**config.mk**
```make
export PLATFORM = sky130hd
export DESIGN_NAME = vga_pattern_gen_flat
export DESIGN_NICKNAME = d
export VERILOG_FILES = /design/src/rtl/vga_pattern_gen_if.sv /design/src/rtl/vga_pattern_gen.sv /design/src/flat_wrapper.sv
export SDC_FILE = /design/constraint.sdc
export NUM_CORES = 1
export LEC_CHECK = 0
export CELL_PAD_IN_SITES_DETAIL_PLACEMENT = 0
export CELL_PAD_IN_SITES_GLOBAL_PLACEMENT = 1
export CORE_ASPECT_RATIO = 2
export CORE_MARGIN = 1
export CORE_UTILIZATION = 49
export CTS_CLUSTER_DIAMETER = 50
export DETAILED_ROUTE_END_ITERATION = 6
export GPL_ROUTABILITY_DRIVEN = 0
export PLACE_DENSITY_LB_ADDON = 0.1
export SYNTH_ARGS = -nofsm -noshare
export SYNTH_HDL_FRONTEND = slang
export SYNTH_SLANG_ARGS = --single-unit
export TNS_END_PERCENT = 30
```
**constraint.sdc**
```tcl
create_clock -name clk -period 5.55 [get_ports clk]
set_input_delay 1.11 -clock clk [delete_from_list [all_inputs] [get_ports clk]]
set_output_delay 1.11 -clock clk [all_outputs]
set_load 0.05 [all_outputs]
```
**src/rtl/vga_pattern_gen_if.sv**
```systemverilog
// ============================================================================
// Module      : vga_pattern_gen_if
// Description : Pattern select input and VGA pixel/sync bundle.
// Revision    : 1.0 - initial release
// ============================================================================
`default_nettype none

interface vga_pattern_gen_if;
    logic       pattern_sel;
    logic [7:0] pixel;
    logic       hsync;
    logic       vsync;

    modport master (
        input  pattern_sel,
        output pixel,
        output hsync,
        output vsync
    );

    modport slave (
        output pattern_sel,
        input  pixel,
        input  hsync,
        input  vsync
    );
endinterface

`default_nettype wire

```
**src/rtl/vga_pattern_gen.sv**
```systemverilog
// ============================================================================
// Module      : vga_pattern_gen
// Description : Free-running VGA timing generator with colour-bar / XOR test
//               patterns. Define VGA_FRAME_ANIM_EN to animate per frame.
// Revision    : 1.0 - initial release
// ============================================================================
`default_nettype none

module vga_pattern_gen #(
    parameter int H_VISIBLE = 720,
    parameter int H_FP      = 36,
    parameter int H_SYNC    = 72,
    parameter int H_BP      = 108,
    parameter int V_VISIBLE = 400,
    parameter int V_FP      = 2,
    parameter int V_SYNC    = 3,
    parameter int V_BP      = 5
) (
    input  wire                 clk,
    input  wire                 rst_n,
    vga_pattern_gen_if.master   vga
);

    localparam int c_H_TOTAL = H_VISIBLE + H_FP + H_SYNC + H_BP;
    localparam int c_V_TOTAL = V_VISIBLE + V_FP + V_SYNC + V_BP;
    // Counters are at least 8 bits so the XOR pattern can always take [7:0]
    localparam int HW = ($clog2(c_H_TOTAL) > 8) ? $clog2(c_H_TOTAL) : 8;
    localparam int VW = ($clog2(c_V_TOTAL) > 8) ? $clog2(c_V_TOTAL) : 8;
    localparam int c_BAR_W = H_VISIBLE / 8;
    localparam int BW = ($clog2(c_BAR_W) > 0) ? $clog2(c_BAR_W) : 1;

    localparam logic [HW-1:0] c_H_LAST  = HW'(c_H_TOTAL - 1);
    localparam logic [HW-1:0] c_H_VIS   = HW'(H_VISIBLE);
    localparam logic [HW-1:0] c_HS_BEG  = HW'(H_VISIBLE + H_FP);
    localparam logic [HW-1:0] c_HS_END  = HW'(H_VISIBLE + H_FP + H_SYNC - 1);
    localparam logic [VW-1:0] c_V_LAST  = VW'(c_V_TOTAL - 1);
    localparam logic [VW-1:0] c_V_VIS   = VW'(V_VISIBLE);
    localparam logic [VW-1:0] c_VS_BEG  = VW'(V_VISIBLE + V_FP);
    localparam logic [VW-1:0] c_VS_END  = VW'(V_VISIBLE + V_FP + V_SYNC - 1);
    localparam logic [BW-1:0] c_BAR_END = BW'(c_BAR_W - 1);

    logic [HW-1:0] r_hcnt;
    logic [VW-1:0] r_vcnt;
    logic [BW-1:0] r_bar_px;
    logic [2:0]    r_bar;
    logic [7:0]    r_pixel;
    logic          r_hsync;
    logic          r_vsync;

    logic          w_h_last;
    logic          w_v_last;
    logic          w_active;
    logic          w_hsync;
    logic          w_vsync;
    logic [2:0]    w_bar_idx;
    logic [7:0]    w_xor_v;
    logic [7:0]    w_pixel;

    function automatic logic [7:0] f_bar_colour(input logic [2:0] i_idx);
        logic [7:0] v_c;
        case (i_idx)
            3'd0:    v_c = 8'hFF;
            3'd1:    v_c = 8'hFC;
            3'd2:    v_c = 8'h1F;
            3'd3:    v_c = 8'h1C;
            3'd4:    v_c = 8'hE3;
            3'd5:    v_c = 8'hE0;
            3'd6:    v_c = 8'h03;
            default: v_c = 8'h00;
        endcase
        return v_c;
    endfunction

    assign w_h_last = (r_hcnt == c_H_LAST);
    assign w_v_last = (r_vcnt == c_V_LAST);

    always_ff @(posedge clk or negedge rst_n) begin
        if (!rst_n) begin
            r_hcnt <= '0;
            r_vcnt <= '0;
        end else if (w_h_last) begin
            r_hcnt <= '0;
            r_vcnt <= w_v_last ? '0 : r_vcnt + 1'b1;
        end else begin
            r_hcnt <= r_hcnt + 1'b1;
        end
    end

    // Bar index tracked incrementally alongside hcnt, avoiding a divide-by-90
    always_ff @(posedge clk or negedge rst_n) begin
        if (!rst_n) begin
            r_bar_px <= '0;
            r_bar    <= '0;
        end else if (w_h_last) begin
            r_bar_px <= '0;
            r_bar    <= '0;
        end else if (r_bar_px == c_BAR_END) begin
            r_bar_px <= '0;
            r_bar    <= r_bar + 3'd1;
        end else begin
            r_bar_px <= r_bar_px + 1'b1;
        end
    end

`ifdef VGA_FRAME_ANIM_EN
    logic [7:0] r_frame;

    always_ff @(posedge clk or negedge rst_n) begin
        if (!rst_n) begin
            r_frame <= '0;
        end else if (w_h_last && w_v_last) begin
            r_frame <= r_frame + 8'd1;
        end
    end

    assign w_bar_idx = r_bar - r_frame[2:0];
    assign w_xor_v   = r_vcnt[7:0] + r_frame;
`else
    assign w_bar_idx = r_bar;
    assign w_xor_v   = r_vcnt[7:0];
`endif

    assign w_active = (r_hcnt < c_H_VIS) && (r_vcnt < c_V_VIS);
    assign w_hsync  = !((r_hcnt >= c_HS_BEG) && (r_hcnt <= c_HS_END));
    assign w_vsync  = !((r_vcnt >= c_VS_BEG) && (r_vcnt <= c_VS_END));

    always_comb begin
        w_pixel = 8'h00;
        if (w_active) begin
            if (vga.pattern_sel) begin
                w_pixel = f_bar_colour(w_bar_idx);
            end else begin
                w_pixel = r_hcnt[7:0] ^ w_xor_v;
            end
        end
    end

    always_ff @(posedge clk or negedge rst_n) begin
        if (!rst_n) begin
            r_pixel <= 8'h00;
            r_hsync <= 1'b1;
            r_vsync <= 1'b1;
        end else begin
            r_pixel <= w_pixel;
            r_hsync <= w_hsync;
            r_vsync <= w_vsync;
        end
    end

    assign vga.pixel = r_pixel;
    assign vga.hsync = r_hsync;
    assign vga.vsync = r_vsync;

endmodule

`default_nettype wire

```
**src/flat_wrapper.sv**
```systemverilog
// flat-port wrapper written by rule: the top's interface ports become plain ports
module vga_pattern_gen_flat 
#(
    parameter int H_VISIBLE = 720,
    parameter int H_FP      = 36,
    parameter int H_SYNC    = 72,
    parameter int H_BP      = 108,
    parameter int V_VISIBLE = 400,
    parameter int V_FP      = 2,
    parameter int V_SYNC    = 3,
    parameter int V_BP      = 5
)
  (clk, rst_n, vga_pattern_sel, vga_pixel, vga_hsync, vga_vsync);
  vga_pattern_gen_if vga_i ();
  input  wire clk;
  input  wire rst_n;
  input wire logic [$bits(vga_i.pattern_sel)-1:0] vga_pattern_sel;
  output wire logic [$bits(vga_i.pixel)-1:0] vga_pixel;
  output wire logic [$bits(vga_i.hsync)-1:0] vga_hsync;
  output wire logic [$bits(vga_i.vsync)-1:0] vga_vsync;
  assign vga_i.pattern_sel = vga_pattern_sel;
  assign vga_pixel = vga_i.pixel;
  assign vga_hsync = vga_i.hsync;
  assign vga_vsync = vga_i.vsync;
  vga_pattern_gen #(.H_VISIBLE(H_VISIBLE), .H_FP(H_FP), .H_SYNC(H_SYNC), .H_BP(H_BP), .V_VISIBLE(V_VISIBLE), .V_FP(V_FP), .V_SYNC(V_SYNC), .V_BP(V_BP)) u_core (.clk(clk), .rst_n(rst_n), .vga(vga_i));
endmodule
```
Word-level counts from Yosys, hierarchy flattened
Index checks and enable logic that the tools add are counted.
- bitwise operators: 1
- add/subtract/negate cells: 4
- reductions and logical operators: 7
- equality and inequality tests: 9
- magnitude comparators: 6
- multiplexer cells: 9
- operator list (operator ; count):
    $pmux W8 S7 ; 1
    $mux W8 ; 2
    $mux W7 ; 2
    $add A10 B1 Y10 const B ; 1
    $eq A10 B10 Y1 const B ; 1
    $ge A10 B10 Y1 const B ; 1
    $le A10 B10 Y1 const B ; 1
    $lt A10 B10 Y1 const B ; 1
    $mux W10 ; 1
    $add A9 B1 Y9 const B ; 1
    $eq A3 B3 Y1 const B ; 3
    $eq A9 B9 Y1 const B ; 1
    $ge A9 B9 Y1 const B ; 1
    $le A9 B9 Y1 const B ; 1
    $lt A9 B9 Y1 const B ; 1
    $mux W9 ; 1
    $xor A8 B8 Y8 ; 1
    $add A7 B1 Y7 const B ; 1
    $eq A7 B7 Y1 const B ; 1
    $eq A3 B2 Y1 const B ; 2
    $mux W3 ; 2
    $add A3 B1 Y3 const B ; 1
    $eq A3 B1 Y1 const B ; 1
    $logic_and A1 B1 Y1 ; 3
    other kinds (3) ; 4
- output and inout bits: 10
- logic and storage cells: 43
- register bits after elaboration: 39
- bits of input ports: 3

Depth between registers and ports, before layout
Gate-level depths: netlist of run 1.
- depth in word-level cells: 4
- mapped depth: 6
- mapped depth without buffers: 6

Worst setup path before layout of run 1
No wires, ideal clock.
- path type: register to register
- start point: reg u_core.r_hcnt[0]
- end point: reg u_core.r_vcnt[3]
- cell stages (with the launch flop): 7
- buffers on the path: 1
- library setup time: 0.083 ns
- arrival: 1.752 ns
- path slack: 3.716 ns
- data required time: 5.467 ns
- period minus slack after synthesis: 1.834 ns
- cell sequence: dfrtp_1 > ha_1 > nand2b_4 > or4_4 > buf_6 > or3_1 > o21ai_0
- longest elaborated chain between the ends: 1
- RTL lines (item ; RTL line ; text):
    from (decl) ; vga_pattern_gen.sv:42 ; logic [HW-1:0] r_hcnt;
    from (signal assigned) ; vga_pattern_gen.sv:85 ; r_hcnt <= r_hcnt + 1'b1;
    $eq A10 B10 Y1 ; vga_pattern_gen.sv:74 ; assign w_h_last = (r_hcnt == c_H_LAST);
    to (signal assigned) ; vga_pattern_gen.sv:83 ; r_vcnt <= w_v_last ? '0 : r_vcnt + 1'b1;
    to (decl) ; vga_pattern_gen.sv:43 ; logic [VW-1:0] r_vcnt;
Every way passes these cells.
A chain may end at the register's enable or synchronous reset.

Worst setup path in the final report of run 1
- start point: reg u_core.r_vsync, in the netlist u_core.vga.vsync
- end point: out vga_vsync
- RTL lines (item ; RTL line ; text):
    from (decl) ; vga_pattern_gen.sv:48 ; logic r_vsync;
    from (signal assigned) ; vga_pattern_gen.sv:146 ; r_vsync <= w_vsync;
    to (decl) ; flat_wrapper.sv:20 ; output wire logic [$bits(vga_i.vsync)-1:0] vga_vsync;
No word-level cell between the ends.

==> summary.md, run 1 <==
| Metric | Value |
|---|---|
| DR iter-0 viols | 34 |
| Vias in the first global route | 1,582 |
| HPWL Detailed | 3130 um |
| Final period util | 48.9% |
| Antenna Diode Count | 0 |
| Switching share of power | 22.2% |
| CTS clk-pin slew, worst paths | 0.07 ns |
| Port bufs | 12 |
| Core Area | 4090 um2 |
| Fin crit period | 2.71 ns |
| CTS Sinks | 39 |
| Tot GR Track Use | 20.9% |
| Clock power frac | 36.4% |
| CP Buf/Inv Count | 1 |
| Post-Syn Area per Cell | 9.75 um2 |
| Global-route wire length before repair | 7260 um |
| Status | completed |
| Family with the most delay on the worst path | buffers and inverters |
| Share of cells above drive strength 1 | 6.25% |
| Vias per cell | 5.61 |
| Hold crit path type | flop to flop |
| Seq/Total Area, Yosys | 46.5% |
| Hold buffers post-CTS | 0 |
| Critical path launch point type | flop |
| CP Capture Type | output pin |
| Critical path data arrival time | 1.60 ns |
| Vias | 1,549 |
| Starting Density | 51.5% |
| WHS | 0.533 ns |
| Fin nets | 239 |
| I/O pin total | 13 |
| Die area | 4580 um2 |
| Die height | 94.7 um |
| Setup TNS Final | 0 ns |
| CTS HTree Levels | 2 |
| CTS root buffer | clkbuf_8 |
| Warnings from Yosys | 0 |
| CTS Buf Count | 5 |
| Worst path slowest cell | clkdlybuf4s50_1 |
| Post_cts resized | 0 |
| Finished Core Util | 56.4% |
| Worst rel slew slack | 43.8% |
| Die width | 48.4 um |
| Post-Syn Nets | 231 |
| Synthesized area | 2110 um2 |
| Largest net degree at the start of global routing | 40 |
| Layout Cells excl Fill | 276 |
| Pleak | 1.04 nW |
| Setup Skew | 0.00502 ns |
| DRT antenna net count | 0 |
| VDD IR-drop max | 0.147 mV |
| #FFs+latches synth | 39 |
| Sw Pwr | 0.108 mW |
| Max Clk Rate | 369 MHz |
| Clock Latency Late Sink | 0.29 ns |
| Final hold violation count | 0 |
| PD cells | 211 nW/um2 |
| Final setup violating endpoints | 0 |
| Clock Path Buffers | 2 |
| Gate power share | 4.6% |
| Cells after DPL | 269 |
| Cell count after synthesis | 216 |
| Max_cap viols | 0 |
| Unrepaired setup endpoints after global routing | false |
| Post-CTS Setup Repair Bufs | 0 |
| Grt ovf | 0 |
| Unique cell type count in the Yosys netlist | 43 |
| Row count | 33 |
| CTS tree | done |
| Area grow syn2layout | 9.39% |
| DRT Wirelength | 4180 um |
| CP Cell Sequence | clkdlybuf4s50_1 |
| Routed len/inst | 15.1 um |
| Setup CP Type | flop to output pin |
| Placed Area | 2230 um2 |
| Drc violations | 0 |
| Worst-Margin Slew | 0.843 ns |
| Sequential share of power | 59.0% |
| Fin area | 2300 um2 |
| Initial antenna violation count | 0 |
| Slew Limit Fails | 0 |
| First-pass detailed-route iteration total | 4 |
| Critical path data required time | 4.44 ns |
| Crit-path max FO | 1 |
| Cell Int Power | 0.378 mW |
| Slowest stage delay, CP | 0.79 ns |
[cell families after synthesis]
logic type      synth area share (%)
xor+xnor                        9.15
mux                            0.475
buf+inv                         5.29
fa+ha+maj                       7.13
simple gates                    23.1
compound gates                  8.44
flops                           46.5
[worst paths after layout]
kind	startpoint	end	slack [ns]	cells past startpoint
hold reg to reg	u_core.r_bar_px[0]	u_core.r_bar_px[0]	0.53	1
hold / removal	u_core.r_bar_px[0]	u_core.r_bar_px[0]	0.53	1
setup / recovery	u_core.vga.vsync	vga_vsync	2.84	1
min in group asynchronous	rst_n	u_core.r_bar[0]	0.92	1
max in group asynchronous	rst_n	u_core.r_hcnt[0]	4.09	1
setup reg to reg	u_core.r_hcnt[0]	u_core.r_vcnt[7]	3.46	6
[final cells by class]
cell class / instances / area, um2
fill: 360 / 1780
sequential: 39 / 978
inverter: 12 / 45.0
clock buffer: 7 / 76.3
timing repair buffer: 13 / 123
multi-input combinational: 153 / 1020
tap: 52 / 65.1
[synth_stat cells]
library cell / number / area [um2]
and2_1: 3 / 18.8
nand2b_4: 1 / 13.8
a32o_1: 1 / 10.0
nor3b_1: 1 / 7.51
ha_1: 12 / 150
a21oi_1: 4 / 20.0
o2111ai_1: 2 / 17.5
o31ai_1: 1 / 7.51
nor2_1: 35 / 131
nor2b_1: 1 / 6.26
a21o_1: 2 / 15.0
dfstp_2: 2 / 52.6
nand2_1: 8 / 30.0
o311ai_0: 1 / 8.76
or4_4: 1 / 11.3
nor4_2: 1 / 12.5
nand4b_4: 1 / 23.8
or2_2: 1 / 6.26
a22o_1: 1 / 8.76
and4_1: 1 / 8.76
inv_1: 12 / 45.0
nor4bb_1: 1 / 10.0
o2bb2ai_1: 1 / 8.76
nand3_1: 13 / 65.1
xor2_1: 15 / 131
nand2b_1: 2 / 12.5
clkbuf_1: 5 / 18.8
dfrtp_1: 37 / 926
a211oi_1: 2 / 15.0
o21ai_0: 10 / 50.1
o41ai_1: 1 / 8.76
buf_6: 2 / 22.5
and3b_1: 1 / 8.76
nand4_1: 7 / 43.8
and3_1: 4 / 25.0
or3_1: 1 / 6.26
o21bai_1: 1 / 7.51
xnor2_1: 7 / 61.3
buf_2: 5 / 25.0
or4_1: 1 / 7.51
and2_0: 1 / 6.26
nor3_1: 6 / 30.0
mux2i_1: 1 / 10.0
[per-layer routing]
layer / vias to the layer above / GRT usage (%) / wire length, um
li1: 740 / - / -
met1: 777 / 22.0 / 1630
met2: 23 / 39.0 / 2360
met3: 9 / 2.74 / 82
met4: 0 / 12.5 / 101
met5: - / 0 / 0
[power groups by stage]
stage	clock (mW)	sequential, mW	combinational, mW
2_1_floorplan	0	0.300	0.00259
4_1_cts	0.182	0.287	0.0227
5_1_grt	0.193	0.287	0.0239
6_report	0.177	0.287	0.0222
3_3_place_gp	0	0.292	0.0224
3_5_place_dp	0	0.292	0.0227
[sequential cells by signal (all words and copies together) (netlist names)]
register	count
u_core.r_bar_px	7
u_core.vga.vsync	1
u_core.vga.pixel	8
u_core.r_bar	3
u_core.vga.hsync	1
u_core.r_vcnt	9
u_core.r_hcnt	10
[layout by cell type (no fill, tap or decap), types with 3 or more instances in the layout]
cell and n:
nand4_1 7, and3_1 4, clkbuf_8 5, nand2_1 8, and2_1 3, dfrtp_1 37
nor2_1 35, xnor2_1 7, a21oi_1 4, clkdlybuf4s50_1 11, inv_1 12, ha_1 12
o21ai_0 10, nor3_1 6, xor2_1 15, nand3_1 13
[metrics by stage]
stage                     setup WS, ns  total power [mW]
after detailed placement          3.15             0.315
final                             2.84             0.486
after global routing              2.81             0.504
after floorplan                   3.72             0.303
after global placement            3.15             0.315
after CTS                         2.83             0.492
(Power assumes the default switching activity.)
==> run 2, diff against run 1 <==
--- a/config.mk
+++ b/config.mk
@@ -9,7 +9,7 @@
 export CELL_PAD_IN_SITES_GLOBAL_PLACEMENT = 1
 export CORE_ASPECT_RATIO = 2
 export CORE_MARGIN = 1
-export CORE_UTILIZATION = 49
+export CORE_UTILIZATION = 46
 export CTS_CLUSTER_DIAMETER = 50
 export DETAILED_ROUTE_END_ITERATION = 6
 export GPL_ROUTABILITY_DRIVEN = 0
==> constraint.sdc (replaced) <==
create_clock -name clk -period 2.7 [get_ports clk]
set_input_delay 0.54 -clock clk [delete_from_list [all_inputs] [get_ports clk]]
set_output_delay 0.54 -clock clk [all_outputs]
set_load 0.05 [all_outputs]
==> run 2 against run 1 <==
Combinational power rose by 100%. Register-to-register slack got worse by 2.9 ns. Cell count rose by 1.1%. Via count fell by 0.58%. Count of clock-buffer cells in the layout fell by 1.
==> summary.md, run 2 (synthesis gave the netlist of run 1 again) <==
| Metric | Value |
|---|---|
| Status | completed |
| DRT Wirelength | 4320 um |
| Clock Latency Late Sink | 0.29 ns |
| Row count | 34 |
| CTS Buf Count | 5 |
| FILL cells | 418 |
| Most frequent cells in the layout | dfrtp_1 (37), nor2_1 (35), xor2_1 (15) |
| Post-CTS Setup Repair Bufs | 0 |
| Post_cts resized | 0 |
| DRT antenna net count | 0 |
| Unrepaired setup endpoints after global routing | false |
| Crit-path max FO | 1 |
| Max Clk Rate | 467 MHz |
| CTS HTree Levels | 2 |
| Slowest stage delay, CP | 0.79 ns |
| Largest net degree at the start of global routing | 40 |
| Total power | 1.21 mW |
| Worst rel slew slack | 43.9% |
| I/O pin total | 13 |
| Routed len/inst | 15.5 um |
| Clock Path Buffers | 2 |
| Setup TNS Final | 0 ns |
| CTS root buffer | clkbuf_8 |
| CTS tree | done |
| Crit path launch | u_core.vga.vsync |
| Die height | 97.7 um |
| Antenna Diode Count | 0 |
| CP Cell Sequence | clkdlybuf4s50_1 |
| CTS Sinks | 39 |
| Tot GR Track Use | 21.4% |
| Final period util | 79.4% |
| Fin crit period | 2.14 ns |
| Drc violations | 0 |
| Switching share of power | 19.8% |
| Final hold violation count | 0 |
| Starting Density | 48.1% |
| Final setup violating endpoints | 0 |
| Worst-Margin Slew | 0.841 ns |
| VDD IR-drop max | 0.479 mV |
| Share of cells above drive strength 1 | 7.11% |
| Critical path data arrival time | 1.60 ns |
| HPWL Detailed | 3210 um |
| Hold crit path type | input port to async pin |
| Setup CP Type | flop to output pin |
| Most flops, register | u_core.r_hcnt |
| PD cells | 511 nW/um2 |
| Initial antenna violation count | 0 |
| Slew Limit Fails | 0 |
| Critical path launch point type | flop |
| Gate power share | 3.7% |
| First-pass detailed-route iteration total | 4 |
| Family with the most delay on the worst path | buffers and inverters |
| Grt ovf | 0 |
| CP Capture Type | output pin |
| Most common cell after layout, fill and taps aside | dfrtp_1 |
| Core Area | 4380 um2 |
| CTS clk-pin slew, worst paths | 0.08 ns |
| Max_cap viols | 0 |
| Setup Skew | 0.00410 ns |
| Worst path slowest cell | clkdlybuf4s50_1 |
| Sequential share of power | 48.8% |
| Pleak | 1.07 nW |
| Port bufs | 12 |
| Vias | 1,540 |
| Die width | 49.8 um |
| Fin nets | 239 |
| Die area | 4870 um2 |
| Hold buffers post-CTS | 0 |
| Clock power frac | 47.5% |
| Max FFs per register | 10 |
| Vias in the first global route | 1,640 |
| Critical path data required time | 2.16 ns |
| Area grow syn2layout | 12.2% |
| CP Buf/Inv Count | 1 |
| DR iter-0 viols | 41 |
| Sw Pwr | 0.239 mW |
| Cell Int Power | 0.969 mW |
| Reg2reg start | u_core.r_hcnt[0] |
| Vias per cell | 5.52 |
| Global-route wire length before repair | 7770 um |
==> run 2: per-stage QoR <==
| step | cell area [um2] | setup WS (ns) | utilization, % | instances | hold WS [ns] |
|---|---|---|---|---|---|
| final | 2360 | 0.557 | 53.9 | 279 | 0.343 |
| after global routing | 2360 | 0.350 | 53.9 | 279 | 0.429 |
| after CTS | 2360 | 0.550 | 53.9 | 279 | 0.385 |
| after detailed placement | 2230 | 0.630 | 50.9 | 271 | 0.509 |
| after global placement | 2230 | 0.684 | 50.9 | 271 | 0.512 |
| after floorplan | 2110 | 0.866 | - | 216 | 0.244 |
==> run 2: layout make-up <==
| type | instances | area [um2] | share of cell area (%) |
|---|---|---|---|
| timing repair buffer | 13 | 123 | 5.19 |
| inverter | 12 | 45.0 | 1.91 |
| multi-input combinational | 153 | 1020 | 43.0 |
| clock buffer | 6 | 72.6 | 3.07 |
| clock inverter | 2 | 60.1 | 2.54 |
| tap | 54 | 67.6 | 2.86 |
| sequential | 39 | 978 | 41.4 |
==> run 2: final timing paths <==
check | cells past startpoint | endpoint | slack [ns]
setup / recovery | 1 | vga_vsync | 0.56
hold / removal | 1 | u_core.r_bar[2] | 0.34
setup reg to reg | 5 | u_core.r_vcnt[7] | 0.61
max in group asynchronous | 1 | u_core.r_hcnt[6] | 1.82
min in group clk | 1 | u_core.r_bar_px[0] | 0.51
hold reg to reg | 1 | u_core.r_bar_px[0] | 0.51
==> run 2: metal layers <==
| layer | global-route usage [%] | part of all wire (%) | up-vias |
|---|---|---|---|
| met5 | 0 | 0 | - |
| met4 | 12.1 | 3.5 | 0 |
| met3 | 3.91 | 2.6 | 10 |
| met2 | 37.8 | 57 | 31 |
| met1 | 22.8 | 37 | 756 |
| li1 | - | - | 743 |
==> run 2: power by group through the flow <==
| stage | sequential, mW | clock [mW] | combinational, mW |
|---|---|---|---|
| finish | 0.589 | 0.573 | 0.0449 |
| global route | 0.590 | 0.603 | 0.0497 |
| CTS | 0.589 | 0.583 | 0.0464 |
| detailed placement | 0.601 | 0 | 0.0464 |
| global placement | 0.601 | 0 | 0.0457 |
| floorplan | 0.618 | 0 | 0.00533 |
